<file path="config.mk">
export PLATFORM = sky130hd
export DESIGN_NAME = cmd_assembler
export DESIGN_NICKNAME = d
export VERILOG_FILES = /design/src/rtl/cmd_assembler.sv
export SDC_FILE = /design/constraint.sdc
export NUM_CORES = 1
export LEC_CHECK = 0
export ABC_AREA = 1
export CAP_MARGIN = 20
export CORE_MARGIN = 2
export CORE_UTILIZATION = 65
export DETAILED_ROUTE_END_ITERATION = 10
export DONT_BUFFER_PORTS = 1
export PLACE_DENSITY = 0.82
export RECOVER_POWER = 100
export SYNTH_ARGS = -nofsm -noshare
export SYNTH_HDL_FRONTEND = slang
export SYNTH_SLANG_ARGS = --single-unit
</file>
<file path="constraint.sdc">
create_clock -name clk -period 3.6 [get_ports clk]
set_input_delay 0.72 -clock clk [delete_from_list [all_inputs] [get_ports clk]]
set_output_delay 0.72 -clock clk [all_outputs]
set_load 0.02 [all_outputs]
</file>
<file path="src/rtl/cmd_assembler.sv">
// cmd_assembler: rebuilds 16-bit commands from two UART bytes (high byte
// first), drops a half-received command after an inter-byte timeout, and
// hands single response bytes to the UART transmitter.
module cmd_assembler #(
    parameter int TIMEOUT = 131072
) (
    input  logic        clk,
    input  logic        rst_n,
    input  logic [7:0]  rx_data,
    input  logic        rx_rdy,
    output logic        clr_rx_rdy,
    output logic [15:0] cmd,
    output logic        cmd_rdy,
    input  logic        clr_cmd_rdy,
    output logic        err_timeout,
    input  logic [7:0]  resp,
    input  logic        send_resp,
    output logic        trmt,
    output logic [7:0]  tx_data,
    input  logic        tx_done,
    output logic        resp_sent
);

    localparam int              TW         = $clog2(TIMEOUT);
    localparam logic [TW-1:0]   TIMER_LAST = TW'(TIMEOUT - 1);

    typedef enum logic { WAIT_HIGH, WAIT_LOW } rx_state_t;
    typedef enum logic { TX_IDLE,   TX_BUSY  } tx_state_t;

    rx_state_t       rx_state_q,    rx_state_d;
    logic [7:0]      high_q,        high_d;
    logic [TW-1:0]   timer_q,       timer_d;
    logic [15:0]     cmd_q,         cmd_d;
    logic            cmd_rdy_q,     cmd_rdy_d;
    logic            err_timeout_q, err_timeout_d;

    tx_state_t       tx_state_q,    tx_state_d;
    logic [7:0]      tx_data_q,     tx_data_d;
    logic            trmt_q,        trmt_d;
    logic            resp_sent_q,   resp_sent_d;

    // Both RX states accept a byte, so the acknowledge simply follows rx_rdy;
    // gating with rst_n keeps it quiet while the block is held in reset.
    assign clr_rx_rdy = rx_rdy & rst_n;

    // RX next-state: byte capture, command completion, inter-byte timeout.
    always_comb begin
        // NOTE: every variable gets a default before the case so no path
        // leaves it unassigned, which would otherwise infer a latch.
        rx_state_d    = rx_state_q;
        high_d        = high_q;
        timer_d       = timer_q;
        cmd_d         = cmd_q;
        cmd_rdy_d     = cmd_rdy_q;
        err_timeout_d = 1'b0;

        // Consumer acknowledge; a completing low byte below overrides it.
        if (clr_cmd_rdy) begin
            cmd_rdy_d = 1'b0;
        end

        case (rx_state_q)
            WAIT_HIGH: begin
                if (rx_rdy) begin
                    high_d     = rx_data;
                    cmd_rdy_d  = 1'b0;
                    timer_d    = '0;
                    rx_state_d = WAIT_LOW;
                end
            end
            WAIT_LOW: begin
                timer_d = timer_q + TW'(1);
                if (rx_rdy) begin
                    // A byte in the timeout cycle still completes the command.
                    cmd_d      = {high_q, rx_data};
                    cmd_rdy_d  = 1'b1;
                    rx_state_d = WAIT_HIGH;
                end else if (timer_q == TIMER_LAST) begin
                    err_timeout_d = 1'b1;
                    high_d        = '0;
                    rx_state_d    = WAIT_HIGH;
                end
            end
            default: rx_state_d = WAIT_HIGH;
        endcase
    end

    // TX next-state: latch one response byte, strobe trmt, wait for tx_done.
    always_comb begin
        tx_state_d  = tx_state_q;
        tx_data_d   = tx_data_q;
        trmt_d      = 1'b0;
        resp_sent_d = 1'b0;

        case (tx_state_q)
            TX_IDLE: begin
                if (send_resp) begin
                    tx_data_d  = resp;
                    trmt_d     = 1'b1;
                    tx_state_d = TX_BUSY;
                end
            end
            TX_BUSY: begin
                if (tx_done) begin
                    resp_sent_d = 1'b1;
                    tx_state_d  = TX_IDLE;
                end
            end
            default: tx_state_d = TX_IDLE;
        endcase
    end

    // State registers for both FSMs and their registered outputs.
    always_ff @(posedge clk or negedge rst_n) begin
        if (!rst_n) begin
            rx_state_q    <= WAIT_HIGH;
            high_q        <= '0;
            timer_q       <= '0;
            cmd_q         <= '0;
            cmd_rdy_q     <= 1'b0;
            err_timeout_q <= 1'b0;
            tx_state_q    <= TX_IDLE;
            tx_data_q     <= '0;
            trmt_q        <= 1'b0;
            resp_sent_q   <= 1'b0;
        end else begin
            // NOTE: non-blocking assignments so every flop samples the
            // pre-edge values regardless of statement order.
            rx_state_q    <= rx_state_d;
            high_q        <= high_d;
            timer_q       <= timer_d;
            cmd_q         <= cmd_d;
            cmd_rdy_q     <= cmd_rdy_d;
            err_timeout_q <= err_timeout_d;
            tx_state_q    <= tx_state_d;
            tx_data_q     <= tx_data_d;
            trmt_q        <= trmt_d;
            resp_sent_q   <= resp_sent_d;
        end
    end

    assign cmd         = cmd_q;
    assign cmd_rdy     = cmd_rdy_q;
    assign err_timeout = err_timeout_q;
    assign tx_data     = tx_data_q;
    assign trmt        = trmt_q;
    assign resp_sent   = resp_sent_q;

endmodule

</file>
=== Word-level counts from Yosys, hierarchy flattened ===
Index checks and enable logic that the tools add are counted.

* Register bits after elaboration: 55
* Output and inout port bits: 29
* Logic and storage cells: 44

* Add/subtract/negate cells: 1
* Equality and inequality tests: 4
* Mux-type cells: 23
* Bitwise logic cells: 3
* Reduce and logical (&&, ||, !) cells: 3

{| class="wikitable"
|+ Operators by type and width
! cell !! count
|-
| 17-bit one-hot mux with 2 select lines || 1
|-
| 8-bit 2-to-1 mux || 3
|-
| 17-bit by 1-bit adder with 17-bit output, second input constant || 1
|-
| 17-bit == test, second input constant || 1
|-
| 17-bit 2-to-1 mux || 1
|-
| 8-bit one-hot mux with 2 select lines || 1
|-
| 1-bit 2-to-1 mux || 14
|-
| 1-bit one-hot mux with 2 select lines || 3
|-
| 2-bit != test, second input constant || 2
|-
| 2-bit AND reduction || 2
|-
| 3-bit AND reduction || 1
|-
| 2-bit by 1-bit != test with 1-bit output, second input constant || 1
|-
| 1-bit inverter || 2
|-
| 1-bit AND || 1
|}

=== Depth between registers and ports, before layout ===
* Depth in word-level cells: 4
* Mapped depth: 11
* Mapped depth without buffers: 11

=== Least setup slack after synthesis ===
OpenSTA, ideal clock, no wires.

* Path kind: register -> register
* From: register timer_q[0]
* To: register high_q[0]
* Library setup time: 131 ps
* Data arrival time: 1,552 ps
* Data required time: 3,469 ps
* Path slack: 1,917 ps
* Cell stages (with the launch flop): 12
* Period minus slack after synthesis: 1,683 ps
* Cells stage by stage: dfrtp_1 ha_1 nand3_1 nor2_2 nand2_1 nor3_1 ha_1 nand2_1 inv_1 nand2_1 nand2_1 o22ai_1

* Word-level cells in the longest chain between the ends: 3

{| class="wikitable"
|+ RTL lines
! what !! line !! text
|-
| start: declaration || 32 || <nowiki>logic [TW-1:0] timer_q, timer_d;</nowiki>
|-
| start signal: assignment || 131 || <nowiki>timer_q <= timer_d;</nowiki>
|-
| 17-bit == test || 78 || <nowiki>end else if (timer_q == TIMER_LAST) begin</nowiki>
|-
| 2-bit by 1-bit != test with 1-bit output (no source line) || n/a ||
|-
| 3-bit AND reduction (no source line) || n/a ||
|-
| end signal: assignment || 130 || <nowiki>high_q <= high_d;</nowiki>
|-
| end: declaration || 31 || <nowiki>logic [7:0] high_q, high_d;</nowiki>
|}

No other way between the ends.
A chain may end at the register's enable or synchronous reset.

=== Worst setup path in the final report ===
* From: register rx_state_q
* To: register cmd_q[0], in the netlist cmd[0]

* Word-level cells in the longest chain between the ends: 1

{| class="wikitable"
|+ RTL lines
! what !! line !! text
|-
| start: declaration || 30 || <nowiki>rx_state_t rx_state_q, rx_state_d;</nowiki>
|-
| start signal: assignment || 129 || <nowiki>rx_state_q <= rx_state_d;</nowiki>
|-
| 2-bit AND reduction (no source line) || n/a ||
|-
| end signal: assignment || 132 || <nowiki>cmd_q <= cmd_d;</nowiki>
|-
| end: declaration || 33 || <nowiki>logic [15:0] cmd_q, cmd_d;</nowiki>
|}

No other way between the ends.

==> impl_metrics.tcl <==
set metrics [dict create \
    critPathKind "flop to flop" \
    multi_input_area_um2 843 \
    port_buffers 0 \
    grt_pass1_vias 1748 \
    power.leakage_nw 1.35 \
    outcome "finished, final reports clean" \
    cts_buffer_depth 2 \
    syn_inst 291 \
    drv_cap 0 \
    ys_ff_latch 55 \
    grt_pass1_wl_mm 7.97 \
    ys_seq_area_frac 0.568 \
    num_vias 1849 \
    cts_buffers 5 \
    yosys.area.top_type "dfrtp_1" \
    area_growth_pct 5.79 \
    via_per_inst 5.42 \
    yosys.area.top_type_share 0.568 \
    cp.arrival_ps 2380 \
    synth_common_cells "nand2_1 (99), dfrtp_1 (55), inv_1 (41), o21ai_0 (27), nor2_1 (17)" \
    max_slew_margin 0.434 \
    ios 51 \
    die_x_um 65.0 \
    synth_edf_count 0 \
    setup_viol 0 \
    core.rowCount 22 \
    tightestPinTransition_ps 847 \
    cts_tree "yes" \
    clkLatencyLatePin_ps 310 \
    synth.distinct_cells 22 \
    hold_viol_final 0 \
    drtIter0Drc 134 \
    synthTopCellsByArea "dfrtp_1 (57%), nand2_1 (15%), inv_1 (6.4%)" \
    start_util 0.667 \
    overflow 0 \
    die_area_um2 4230 \
    max_freq_ghz 0.454 \
    synth.avg_cell_area_um2 8.32 \
    cp_cell_sequence "nand2_1 -> o21ai_0" \
    fin_crit_ps 2200 \
    cp_slowest_cell "dfrtp_1" \
    clk_pin_slew_worst_paths_ps 100 \
    drc_errors 0 \
    critPathCaptureType "flop" \
    worstPathRequired_ps 3770 \
    synthMostInstantiatedCell "nand2_1" \
    seqCellArea_um2 1380 \
    crit_buf_inv 0 \
    place_hpwl_mm 3.04 \
    diodes 0 \
    synth_area_um2 2420 \
    track_usage 0.246 \
    hp-class "primary input to async pin" \
    synth.net_count 315 \
    first_pass_iters 4 \
    post_cts_buffers 0 \
    layout_worst_path_cycle_share 0.611 \
    grt_antenna_before_repair 0 \
    grt_setup_unrepaired "no" \
    synth_ff_type "dfrtp_1" \
    design.core.area_um2 3630 \
    cts.sinks 55 \
    clock_skew_ps 9.20 \
    cts_resized 0 \
    grt_max_degree 57 \
    cpPeakStageDelay_ps 780 \
    ir_drop_uv 351 \
    drive_gt1_frac 0.0546 \
    final_antenna_net_count 0 \
    yosysWarningCount 0 \
    die_height_um 65.0 \
    crit_fanout 34 \
    slew_violations 0 \
    nets 316 \
    cts_root_buf "clkbuf_8" \
    gp_congestion 0.878 \
    start_kind "flop" \
    fill_cells 286 \
    p_per_area_nw_per_um2 580 \
    crit_family "flip-flops" \
    synth-async-reset-ratio 1.00 \
    fin_util 0.705 \
    htree_levels 2 \
    drt-total-wl_mm 4.52 \
    hold_buffers 0 \
    tns_ps 0 \
    wl_per_cell_um 13.3 \
]
-- where the power goes --
group          total [mW]  switching, mW  leakage, nW  internal, mW
clock               0.431          0.202       0.0618         0.229
sequential          0.892          0.170        0.706         0.722
combinational       0.164          0.105        0.585        0.0586
total                1.49          0.477         1.35          1.01
-- final timing paths --
path / endpoint / cells past startpoint / from / slack (ps)
max reg2reg: cmd[0] / 2 / rx_state_q / 1400
min reg2reg: resp_sent / 2 / tx_state_q / 480
max: cmd[0] / 2 / rx_state_q / 1400
max in group asynchronous: timer_q[8] / 0 / rst_n / 3410
min in group clk: resp_sent / 2 / tx_state_q / 480
min: cmd[14] / 0 / rst_n / 90
-- per-layer routing --
metal	up-vias	global-route usage	share of wire
li1	907	-	-
met1	861	0.335	0.44
met2	74	0.399	0.47
met3	7	0.0694	0.077
met4	0	0.0547	0.013
met5	-	0	0
-- area by class of cell --
class                           instances  share of cell area
Multi-Input combinational cell        187               0.329
Inverter                               43              0.0630
Tap cell                               48              0.0234
Sequential cell                        55               0.537
Clock inverter                          2              0.0151
Clock buffer                            6              0.0322
-- stage by stage --
step / worst slack, ps / cells / power (mW) / hold slack (ps) / area (um^2)
2_1_floorplan: 1920 / 291 / 1.02 / 424 / 2420
3_3_place_gp: 1580 / 333 / 1.05 / 425 / 2450
3_5_place_dp: 1530 / 333 / 1.07 / 426 / 2450
4_1_cts: 1420 / 341 / 1.50 / 78.8 / 2570
5_1_grt: 1060 / 341 / 1.56 / 72.6 / 2560
6_report: 1400 / 341 / 1.49 / 85.3 / 2560
-- flip-flops by register name (all words and copies together) (netlist names) --
register and cells:
resp_sent 1, cmd 16, rx_state_q 1, err_timeout 1
cmd_rdy 1, tx_state_q 1, timer_q 17, trmt 1
high_q 8, tx_data 8
-- placed cells by master (no fill, tap or decap), drive strengths merged --
master	instances
o21bai	1
nor3	1
clkinv	1
a31oi	1
inv	43
o22ai	8
dfrtp	55
nand2	104
clkbuf	6
a22o	1
a22oi	1
a21oi	5
nand4	1
bufinv	1
nand3	12
o21ai	27
ha	2
nor2	23
-- cell families after synthesis --
family,count (synthesis),share of synthesized area
adders and majority gates,2,0.0103
buffers and inverters,49,0.0806
DFF,55,0.568
and+or+nand+nor,141,0.242
AOI/OAI and AO/OA,44,0.0992
No activity file was read; power rests on OpenSTA's default activity.
